File: src/rtl/stencil_write_arbiter.sv
// Write-port controller for the stencil/colour buffer: round-robin arbitration
// between two draw clients plus a full-buffer clear sequence.
module stencil_write_arbiter #(
  parameter int DATA_WIDTH = 12,
  parameter int X_WIDTH    = 5,
  parameter int Y_WIDTH    = 5,
  parameter int ADDR_WIDTH = X_WIDTH + Y_WIDTH
) (
  input  logic                  clock,
  input  logic                  reset_n,
  input  logic                  clear_req,
  input  logic [DATA_WIDTH-1:0] clear_color,
  output logic                  busy,
  output logic                  clear_done,
  input  logic                  req0_valid,
  input  logic [X_WIDTH-1:0]    req0_x,
  input  logic [Y_WIDTH-1:0]    req0_y,
  input  logic [DATA_WIDTH-1:0] req0_data,
  output logic                  req0_ready,
  input  logic                  req1_valid,
  input  logic [X_WIDTH-1:0]    req1_x,
  input  logic [Y_WIDTH-1:0]    req1_y,
  input  logic [DATA_WIDTH-1:0] req1_data,
  output logic                  req1_ready,
  output logic                  mem_we,
  output logic [ADDR_WIDTH-1:0] mem_addr,
  output logic [DATA_WIDTH-1:0] mem_data,
  output logic                  state_dbg
);

  // Handshake: a client write is accepted in a cycle where reqN_valid and
  // reqN_ready are both high; ready never depends on the accepted data and at
  // most one ready is high per cycle. The write reaches the bus one edge later.

  typedef enum logic {
    ST_IDLE  = 1'b0,
    ST_CLEAR = 1'b1
  } state_e;

  localparam logic [ADDR_WIDTH-1:0] LAST_ADDR = '1;
  localparam logic [ADDR_WIDTH-1:0] ADDR_ONE  = {{(ADDR_WIDTH-1){1'b0}}, 1'b1};

  state_e                  state_q, state_d;
  logic [ADDR_WIDTH-1:0]   cnt_q, cnt_d;
  logic [DATA_WIDTH-1:0]   color_q, color_d;
  logic                    last_q, last_d;
  logic                    mem_we_q, mem_we_d;
  logic [ADDR_WIDTH-1:0]   mem_addr_q, mem_addr_d;
  logic [DATA_WIDTH-1:0]   mem_data_q, mem_data_d;
  logic                    done_q, done_d;
  logic                    busy_q, busy_d;
  logic                    grant0, grant1;

  always_ff @(posedge clock) begin
    if (!reset_n) begin
      state_q    <= ST_IDLE;
      cnt_q      <= '0;
      color_q    <= '0;
      last_q     <= 1'b1;
      mem_we_q   <= 1'b0;
      mem_addr_q <= '0;
      mem_data_q <= '0;
      done_q     <= 1'b0;
      busy_q     <= 1'b0;
    end else begin
      state_q    <= state_d;
      cnt_q      <= cnt_d;
      color_q    <= color_d;
      last_q     <= last_d;
      mem_we_q   <= mem_we_d;
      mem_addr_q <= mem_addr_d;
      mem_data_q <= mem_data_d;
      done_q     <= done_d;
      busy_q     <= busy_d;
    end
  end

  always_comb begin
    state_d    = state_q;
    cnt_d      = cnt_q;
    color_d    = color_q;
    last_d     = last_q;
    mem_we_d   = 1'b0;
    mem_addr_d = mem_addr_q;
    mem_data_d = mem_data_q;
    done_d     = 1'b0;
    busy_d     = busy_q;
    grant0     = 1'b0;
    grant1     = 1'b0;

    case (state_q)
      ST_IDLE: begin
        if (clear_req) begin
          state_d = ST_CLEAR;
          color_d = clear_color;
          cnt_d   = '0;
          busy_d  = 1'b1;
        end else begin
          // last_q = 1 means client 1 was served most recently
          grant0 = req0_valid && (!req1_valid || last_q);
          grant1 = req1_valid && (!req0_valid || !last_q);
          if (grant0) begin
            mem_we_d   = 1'b1;
            mem_addr_d = {req0_y, req0_x};
            mem_data_d = req0_data;
            last_d     = 1'b0;
          end else if (grant1) begin
            mem_we_d   = 1'b1;
            mem_addr_d = {req1_y, req1_x};
            mem_data_d = req1_data;
            last_d     = 1'b1;
          end
        end
      end
      ST_CLEAR: begin
        mem_we_d   = 1'b1;
        mem_addr_d = cnt_q;
        mem_data_d = color_q;
        cnt_d      = cnt_q + ADDR_ONE;
        if (cnt_q == LAST_ADDR) begin
          done_d  = 1'b1;
          busy_d  = 1'b0;
          state_d = ST_IDLE;
          cnt_d   = '0;
        end
      end
      default: state_d = ST_IDLE;
    endcase
  end

  assign req0_ready = grant0;
  assign req1_ready = grant1;
  assign mem_we     = mem_we_q;
  assign mem_addr   = mem_addr_q;
  assign mem_data   = mem_data_q;
  assign clear_done = done_q;
  assign busy       = busy_q;
  assign state_dbg  = state_q;

endmodule

File: config.mk
export PLATFORM = sky130hd
export DESIGN_NAME = stencil_write_arbiter
export DESIGN_NICKNAME = d
export VERILOG_FILES = /design/src/rtl/stencil_write_arbiter.sv
export SDC_FILE = /design/constraint.sdc
export NUM_CORES = 1
export LEC_CHECK = 0
export CAP_MARGIN = 25
export CELL_PAD_IN_SITES_DETAIL_PLACEMENT = 0
export CELL_PAD_IN_SITES_GLOBAL_PLACEMENT = 2
export CORE_ASPECT_RATIO = 1.2
export CORE_MARGIN = 10
export CORE_UTILIZATION = 24
export DETAILED_ROUTE_END_ITERATION = 10
export GPL_TIMING_DRIVEN = 0
export HOLD_SLACK_MARGIN = 0.05
export PLACE_DENSITY = 0.76
export SLEW_MARGIN = 20
export SYNTH_ARGS = -nofsm -noshare
export SYNTH_HDL_FRONTEND = slang
export SYNTH_SLANG_ARGS = --single-unit
File: constraint.sdc
create_clock -name clock -period 2.2 [get_ports clock]
set_clock_uncertainty 0.15 [all_clocks]
set_input_delay 0.44 -clock clock [delete_from_list [all_inputs] [get_ports clock]]
set_output_delay 0.44 -clock clock [all_outputs]
set_load 0.01 [all_outputs]
==> impl_results.md, run 1 <==
* # port buffers at 87
* Achievable clock frequency at 471.0 MHz
* CP Capture Type: primary output
* Routed wire length per instance at 17.71 µm
* Grt met1 use at 0.1401
* DRT Wirelength at around 9 mm
* Static leakage at 0.001248 µW
* Mapped Nets at 351
* Share of async-settable or async-resettable flops after synthesis at 0
* Later-pin clock latency in the skew report at 0.29 ns
* Unrepaired setup endpoints after global routing: no
* Worst EP arrival at between 1.5 and 2 ns
* Die extent in y at 129.4 µm
* R2r startpoint: cnt_q[0]$_SDFFE_PN0P_
* Max Slew Vio Count at 0
* DRC errors left at 0
* Vias in the first global route at 2,617
* Floorplan core area at 9613 µm²
* Worst Path Class, Setup: in -> out
* Sinks on the clock net at between 40 and 50
* Total global routing overflow at 0
* Final instance count without filler cells at 509
* Status: finished clean
* Number of vias per cell after detailed routing at between 4 and 5
* Depth of the worst hold-timing path at 2
* Total iterations of the first detailed-routing run at 4
* Post-CTS Hold Fix Bufs at 0
* Root buf cell: clkbuf_16
* Most area-consuming cells after synthesis: dfxtp_1 (41%), a21oi_1 (7.9%), nand3b_1 (7.2%)
* TritonCTS clock tree: built
* Gr usage total at 0.1200
* Kind of path behind the tightest hold check: reg -> reg
* Synthesis Warnings at 0
* Vias after detailed routing at around 2,500
* DIE WIDTH at 111.2 µm
* Start point of the critical path: req1_valid
* Number of standard cells after synthesis at 289
* Final weighted congestion of routability-driven global placement at 0.7562
* Final worst path period share at 0.9651
* Layer with the highest usage after global routing: met2
* Post-synthesis register bit count at 49
* Area enclosed by the die boundary at 14,380 µm²
* Minimum period implied by the final worst setup slack at 2.123 ns
* Global Route met2 Usage at 0.2147
* Initial antenna violation count at 0
* H-tree levels at 2
* IR Drop Worst-Case VDD at 0.3287 mV
* Worst Tran Pin Value at ~0.49 ns
* Reg clk slew, reported paths at 0.07 ns
* Largest fanout on the critical path at 10
* Final #Nets at around 450
* Cell depth of the worst flop-to-flop path at 5
* Synth cell count leaders: dfxtp_1 (49), a21oi_1 (38), nand2_1 (34)
* Max Root-Sink Buffers at 2
* Sequential cell area at 980.9 µm²
* Number of different library cells in the post-synthesis netlist at 41
* Most repeated cell in the gate-level netlist after synthesis: dfxtp_1
* Total of max-cap violations at 0
* Area added between synthesis and finish at 50.71%
* Area occupied by multi-input gates at 1308 µm²
* Endpoints failing setup at 0
* Post-Place Cells at 499
* Num ports at 89
* Fraction of final layout cells sized beyond drive strength 1 at 0.07254
* Maximum number of pins on one net before global-route repair at 17
* Initial standard-cell utilization of the core at 0.2490
* Relative slew slack at 0.6712
* Sequential cell area fraction in the yosys report at 0.4098
* Data required time of the worst path at 1.61 ns
* Power per Cell Area at 593.7 nW/µm²
* Number of buffers created by CTS at 5
* Most used flip-flop cell after synthesis: dfxtp_1
* Post-synth EDFFs at 0
* Final core utilization at 0.3752
* PnR Total Power at 2142 µW
* Final-layout setup total negative slack at 0 ns
* Final antenna diode count at 0
* DR iter-0 viols at around 120
* Mean cell area of the mapped netlist at around 8.3 µm²
* Filler cells at 1,038
* Startpoint of the lowest-slack hold path: color_q[1]$_SDFFE_PN0P_
* Residual antenna-violating net count after detailed routing at 0
* Area of the mapped netlist at around 2400 µm²
* Top cell type's share of synthesized area at 0.4098
* First-pass GRT wire length at 14.07 mm
* Met3 routing resource usage after global routing at 0.03740
* Area leader, netlist: dfxtp_1
* Cell row count at 39
* DPL Wire Length at 7.059 mm
* Final hold vios at 0
* Nature of the critical path startpoint: input pin
power by group:
part           internal [µW]  switching (µW)
Combinational            227             187
Sequential               930            32.1
Clock                    424             342
Total                   1580             561
path summary, 6_finish.rpt:
kind,slack (ns),to
min reg2reg,0.31,color_q[1]$_SDFFE_PN0P_
min,0.31,color_q[1]$_SDFFE_PN0P_
max reg2reg,0.20,cnt_q[3]$_SDFFE_PN0P_
max,0.08,req0_ready
metal layers:
metal | wire length (µm) | up-vias
met4 | 37 | 0
met5 | 0 | -
met1 | 3989 | 1189
met2 | 4475 | 72
met3 | 511 | 5
li1 | - | 1249
logic make-up (layout without fill, tap and decap cells):
kind of cell,after synthesis,in the layout,synth area share
AOI/OAI and AO/OA,126,126,0.3408
adders and majority gates,1,1,0.005227
buffers and inverters,29,126,0.05227
DFF,49,49,0.4098
muxes,1,1,0.004182
and+or+nand+nor,83,83,0.1877
repair_timing:
action | 4_1_cts | 5_1_grt
pin swaps | 1 | 0
gates resized for setup | 16 | 3
endpoints found under the setup margin | 18 | 5
setup buffers | 2 | 0
area by class of cell:
class                      instances  share of cell area
buffer                            25             0.03469
clock buffer                       5             0.03469
clock inverter                     3            0.005897
timing repair buffer              89              0.2435
inverter                           4            0.004162
sequential                        49              0.2719
tap                              123             0.04266
multi-input combinational        211              0.3625
cells in the final DEF (no fill, tap or decap), types with 2 or more instances in the layout:
cell | netlist | layout
a21o_1 | 2 | 2
a21oi_1 | 38 | 38
a22o_1 | 19 | 19
a22oi_1 | 3 | 3
a311oi_1 | 3 | 3
a31oi_1 | 3 | 3
and3_1 | 2 | 2
buf_1 | 2 | 2
buf_2 | 4 | 5
buf_4 | 1 | 3
clkbuf_1 | 17 | 14
clkbuf_16 | 0 | 5
clkdlybuf4s50_1 | 0 | 84
dfxtp_1 | 49 | 49
dlygate4sd2_1 | 0 | 2
inv_1 | 3 | 3
nand2_1 | 34 | 34
nand3_1 | 2 | 2
nand3b_1 | 23 | 23
nand4_1 | 2 | 2
nor2_1 | 7 | 6
nor2b_1 | 3 | 2
nor3_1 | 3 | 2
o211ai_1 | 2 | 2
o21a_1 | 22 | 22
o21ai_0 | 26 | 26
or4_1 | 2 | 2
metrics by stage:
stage               instance area [µm²]  hold WS, ns  worst slack [ns]
detailed placement                 3418       0.3032           -0.7500
global placement                   3418       0.3041           -0.7446
global route                       3607       0.3441          0.004765
floorplan                          2394       0.2866            0.4645
finish                             3607       0.3137           0.07683
CTS                                3601       0.3132           0.05560
flip-flops by register name (all words and copies together) (netlist names):
register and count:
mem_addr 10, color_q 12, state_dbg 1, clear_done 1, mem_data 12, mem_we 1
cnt_q 10, busy 1, last_q 1
critical path, cell delays in order:
cell and delay, ns:
clkdlybuf4s50_1 0.54, nor2b_4 0.19, clkbuf_8 0.17, nor3_2 0.04, buf_2 0.16
Note: power is estimated with default switching activity, not from simulation.
==> run 2, diff against run 1 <==
--- a/config.mk
+++ b/config.mk
@@ -10,11 +10,11 @@
 export CELL_PAD_IN_SITES_GLOBAL_PLACEMENT = 2
 export CORE_ASPECT_RATIO = 1.2
 export CORE_MARGIN = 10
-export CORE_UTILIZATION = 24
+export CORE_UTILIZATION = 26
 export DETAILED_ROUTE_END_ITERATION = 10
 export GPL_TIMING_DRIVEN = 0
 export HOLD_SLACK_MARGIN = 0.05
-export PLACE_DENSITY = 0.76
+export PLACE_DENSITY = 0.82
 export SLEW_MARGIN = 20
 export SYNTH_ARGS = -nofsm -noshare
 export SYNTH_HDL_FRONTEND = slang
==> constraint.sdc (replaced) <==
create_clock -name clock -period 2.6 [get_ports clock]
set_clock_uncertainty 0.15 [all_clocks]
set_input_delay 0.52 -clock clock [delete_from_list [all_inputs] [get_ports clock]]
set_output_delay 0.52 -clock clock [all_outputs]
set_load 0.01 [all_outputs]
==> run 2 against run 1 <==
  * Non-clock buffer count unchanged
  * Setup slack better by 0.0075 ns
  * Sequential share of layout area rose by 0.45 points
  * Cell area decreased by 1.6%
  * Register-to-register slack improved by 0.40 ns
  * Largest power group unchanged
  * Power decreased by 24%
  * First-iteration DRC count is 13% lower
  * Largest cell class unchanged
  * Clock-buffer cell count unchanged
  * Combinational power decreased by 15%
==> impl_results.md, run 2 (same netlist as run 1, synthesis figures left out) <==
* Status: finished clean
* R2r startpoint: cnt_q[0]$_SDFFE_PN0P_
* First-pass GRT wire length at 14.10 mm (+0.24%)
* DRC errors left at 0 (unchanged)
* Kind of path behind the tightest hold check: reg -> reg
* Achievable clock frequency at 397.5 MHz
* Cell depth of the worst flop-to-flop path at 5 (unchanged)
* Max Slew Vio Count at 0 (unchanged)
* DPL Wire Length at 6.960 mm (-1.4%)
* Die extent in y at 125.1 µm (-3.3%)
* Capturing point of the worst reg2reg path: cnt_q[3]$_SDFFE_PN0P_
* Count of cell instances traversed by the critical path at 5 (unchanged)
* Initial standard-cell utilization of the core at 0.2650 (+0.01597)
* PnR Total Power at 1637 µW (-24%)
* Worst path cell trace: clkdlybuf4s50_1 -> nor2b_4 -> clkbuf_8 -> nor3_1 -> dlygate4sd2_1
* H-tree levels at 2 (unchanged)
* Power per Cell Area at 461.4 nW/µm² (-22%)
* # port buffers at 87 (unchanged)
* Nature of the critical path startpoint: input pin
* Area added between synthesis and finish at 48.25%
* Gr usage total at 0.1299 (+0.009929)
* Total of max-cap violations at 0 (unchanged)
* Vias after detailed routing at 2,533 (+0.72%)
* Data required time of the worst path at 1.93 ns (+0.32 ns)
* Final #Nets at 447 (unchanged)
* Reg clk slew, reported paths at 0.10 ns (+0.03 ns)
* CP Capture Type: primary output
* Area enclosed by the die boundary at 13,460 µm² (-6.4%)
* Later-pin clock latency in the skew report at 0.31 ns (+0.02 ns)
* Relative slew slack at 0.6554 (-0.01584)
* Final setup slack of the worst path at 0.08432 ns (+0.007486 ns)
* Cell type of the slowest stage on the worst timing path: clkdlybuf4s50_1
* Most frequent cells in the layout: clkdlybuf4s50_1 (85), dfxtp_1 (49), a21oi_1 (38), nand2_1 (34), o21ai_0 (26)
* R2R Setup Slk at 0.60 ns (+0.40 ns)
* Dominant delay contributor by cell family on the critical path: buffers and inverters
* Root buf cell: clkbuf_8
* Minimum period implied by the final worst setup slack at ~2.5 ns
* Final weighted congestion of routability-driven global placement at 0.7863 (+4.0%)
* Residual antenna-violating net count after detailed routing at 0 (unchanged)
* Stage delay of the slowest cell on the critical path at 0.54 ns (about the same)
* Most common library cell in the layout ignoring fill and taps: clkdlybuf4s50_1
* Area after detailed placement at 3415 µm² (-0.11%)
* Bufs and invs on worst path at 3 (unchanged)
* Number of buffers created by CTS at 5 (unchanged)
* Floorplan core area at 9034 µm² (-6.0%)
* Routed wire length per instance at 17.82 µm (+0.62%)
* Worst Path Class, Setup: in -> out
* Vias in the first global route at 2,581 (-1.4%)
* Max Root-Sink Buffers at 2 (unchanged)
* Total global routing overflow at 0 (unchanged)
* Final antenna diode count at 0 (unchanged)
* Unrepaired setup endpoints after global routing: no
* IR Drop Worst-Case VDD at 0.2612 mV (-21%)
* DR iter-0 viols at 103 (-13%)
* Largest fanout on the critical path at 10 (unchanged)
* Static leakage at 0.001220 µW (-2.2%)
* Number of vias per cell after detailed routing at 5.006 (+1.3%)
* TritonCTS clock tree: built
* Capture point of the worst path: req0_ready
* Worst EP arrival at 1.85 ns (+0.32 ns)
* Post-CTS Hold Fix Bufs at 0 (unchanged)
* Final worst path period share at 0.9676
* Worst Tran Pin Value at 0.5169 ns (+0.02375 ns)
* DIE WIDTH at 107.6 µm (-3.2%)
* Endpoints failing setup at 0 (unchanged)
* Total iterations of the first detailed-routing run at 4 (unchanged)
* DRT Wirelength at 9.015 mm (about the same)
* Cell row count at 38 (-2.6%)
* Initial antenna violation count at 0 (unchanged)
* Setup slack after placement at -0.5676 ns (+0.1823 ns)
* Start point of the critical path: req1_valid
* Fraction of final layout cells sized beyond drive strength 1 at 0.06477 (-0.007772)
* Maximum number of pins on one net before global-route repair at 17 (unchanged)
* Sinks on the clock net at 49 (unchanged)
* Final hold vios at 0 (unchanged)
* Design area at 3548 µm² (-1.6%)
* Num ports at 89 (unchanged)
## run 2: stage by stage
| step | util | TNS, ns | cells | hold slack (ns) |
|---|---|---|---|---|
| 2_1_floorplan | - | 0 | 289 | 0.2866 |
| 3_3_place_gp | 0.3780 | -1.217 | 496 | 0.2985 |
| 3_5_place_dp | 0.3780 | -1.669 | 496 | 0.2998 |
| 4_1_cts | 0.3911 | 0 | 504 | 0.3143 |
| 5_1_grt | 0.3928 | 0 | 506 | 0.3462 |
| 6_report | 0.3928 | 0 | 506 | 0.3133 |
## run 2: worst min path at each step
stage	from	end	cells past startpoint
global route	color_q[2]$_SDFFE_PN0P_	color_q[2]$_SDFFE_PN0P_	2
global placement	color_q[1]$_SDFFE_PN0P_	color_q[1]$_SDFFE_PN0P_	2
floorplan	color_q[0]$_SDFFE_PN0P_	color_q[0]$_SDFFE_PN0P_	2
finish	color_q[4]$_SDFFE_PN0P_	color_q[4]$_SDFFE_PN0P_	2
CTS	color_q[4]$_SDFFE_PN0P_	color_q[4]$_SDFFE_PN0P_	2
detailed placement	color_q[4]$_SDFFE_PN0P_	color_q[4]$_SDFFE_PN0P_	2
## run 2: repair_timing
item	CTS	global route
endpoints found under the setup margin	2	1
setup buffers	1	2
resized for setup	10	0
gates cloned	0	0
pin swaps	1	0
## run 2: worst register-to-register path, stage by stage (launching register included)
cell and delay, ns:
dfxtp_1 0.44, ha_1 0.29, nand4_1 0.30, o31a_1 0.43
a31oi_1 0.19, a21oi_1 0.08
## run 2: power by group
| group | leakage (µW) | internal (µW) | total, µW | switching [µW] |
|---|---|---|---|---|
| logic | 0.000775 | 193 | 352 | 159 |
| clock network | 0.0000445 | 192 | 473 | 281 |
| registers | 0.000400 | 786 | 812 | 25.7 |
| total | 0.00122 | 1170 | 1640 | 466 |
## run 2: layout make-up
cell class	instances	area (µm²)
fill	951	5485
clock inverter	3	21.27
timing repair buffer	90	890.9
sequential	49	980.9
inverter	4	15.01
buffer	24	116.4
multi-input combinational	211	1305
clock buffer	5	68.82
tap	120	150.1
## run 2: layer usage
layer  GRT usage  vias up  part of all wire
met5           0        -                 0
met4     0.02677        0            0.0095
met3     0.03751        8             0.067
met2      0.2182       75              0.48
met1      0.1598     1206              0.44
li1            -     1244                 -
==> edit (settings of run 1) <==
Put one more register stage on the output `state_dbg`, cleared by the reset. The value now appears one clock later. The other outputs are not delayed to match.
--- a/src/rtl/stencil_write_arbiter.sv
+++ b/src/rtl/stencil_write_arbiter.sv
@@ -135,7 +135,13 @@
   assign mem_data   = mem_data_q;
   assign clear_done = done_q;
   assign busy       = busy_q;
-  assign state_dbg  = state_q;
+  always_ff @(posedge clock) begin
+    if (!reset_n) begin
+      state_dbg <= '0;
+    end else begin
+      state_dbg <= state_q;
+    end
+  end
 
 endmodule
 
Formal check against the unedited RTL: not equivalent (Yosys sat finds a counterexample within 4 cycles, from zero or initial values and one cycle with reset_n low).
==> edit against run 1 <==
  * Count of clock-buffer cells in the layout is the same
  * Worst setup slack gained 0.032 ns
  * Wire length grew 2.5%
  * Critical path depth shrank 1
  * Power grew 1.6%
  * Cell area grew 2.9%
  * Combinational power grew 3%
  * Synthesized cell count grew 3.1%
  * Sequential cell count grew 1
  * Area after synthesis grew 5.9%
  * Global-route usage shrank 0.059 points
  * First-iteration DRC count shrank 11%
  * Critical path type is now flip-flop to primary output
  * Critical endpoint unchanged
  * Largest power group unchanged
==> edit: results <==
group,metric,value,unit
status,status,"finished, final reports clean",
layout,num-nonclk-inverters,2,
grt,grt_pass1_vias,2713,
yosys,yosysTopAreaCellShare,0.395,
route,drtIter0Drc,105,
route,via_count,2579,
pwr,peakVddDrop,0.376,mV
yosys,synthArstFlopShare,0,
route,wl_met2,4660,um
critical_path,r2r_cells,6,
layout,n_fill_cell,1110,
critical_path,cpPeakStageDelay,0.41,ns
timing,fin_ws,0.108,ns
placement,place.gp.congestion,0.805,
critical_path,r2r_end,"cnt_q[5]$_SDFFE_PN0P_",
timing,max-slew-margin-rel,0.659,
layout,nets,455,
placement,dp_worst_setup_slack,-0.586,ns
layout,multi_input_area_share,0.368,
placement,port_buffers,86,
yosys,synth_area_leaders,"dfxtp_1 (39%), a21oi_1 (7.9%), nand3b_1 (6.8%)",
route,wl_per_cell,17.7,um
yosys,synthTopCellsByCount,"dfxtp_1 (50), a21oi_1 (40), nand2_1 (33)",
yosys,syn_inst,298,
yosys,synth_cell_types,50,
critical_path,critPathSlowestCell,"dfxtp_1",
grt,grt_usage,0.119,
yosys,synth.mux.area_fraction,0.0104,
layout,clkCellAreaFrac,0.0394,
layout,num-nonclk-buffers,116,
floorplan,die-area,15100,um^2
yosys,ys_ff_latch,50,
layout,multi_input_cells,218,
yosys,syn-num-nets,360,
route,wl_met1,4060,um
layout,fin_area,3710,um^2
yosys,synthAdderAreaFrac,0.00494,
hold_path,min-delay-start,"color_q[1]$_SDFFE_PN0P_",
yosys,synth_compound_area_frac,0.315,
placement,dp_hpwl,7190,um
layout,buffer_area_frac,0.277,
yosys,seq_area_frac_synth,0.395,
placement,dpl-instance-area,3560,um^2
grt,grt_first_pass_wirelength,14700,um
critical_path,r2r_slack,0.31,ns
timing,fin_hold_ws,0.309,ns
pwr,leakagePower,1.32,nW
critical_path,arrival,1.50,ns
layout,drive_gt1_frac,0.112,
route,drt_wl_total,9230,um
placement,placedCellCount,513,
edit: per-layer routing:
metal / up-vias / global-route usage
met5: - / 0
met4: 0 / 0.0209
met3: 4 / 0.0303
met2: 62 / 0.210
met1: 1235 / 0.143
li1: 1278 / -
edit: worst reg2reg max path, stage by stage, from the launching register on:
cell     delay [ns]
dfxtp_1        0.49
ha_1           0.28
and3_1         0.17
buf_4          0.14
nand4_2        0.11
and2_4         0.19
a32o_1         0.24
edit: power groups by stage:
| stage | registers [mW] | logic, mW | clock network (mW) |
|---|---|---|---|
| 4_1_cts | 0.980 | 0.434 | 0.793 |
| 3_5_place_dp | 1.00 | 0.431 | 0 |
| 6_report | 0.980 | 0.426 | 0.770 |
| 3_3_place_gp | 1.00 | 0.429 | 0 |
| 2_1_floorplan | 1.01 | 0.189 | 0 |
| 5_1_grt | 0.986 | 0.468 | 0.828 |
edit: what timing repair did:
| action | in CTS | in global routing |
|---|---|---|
| resized for setup | 9 | 0 |
| setup buffers | 2 | 0 |
| setup endpoints to repair | 2 | 0 |
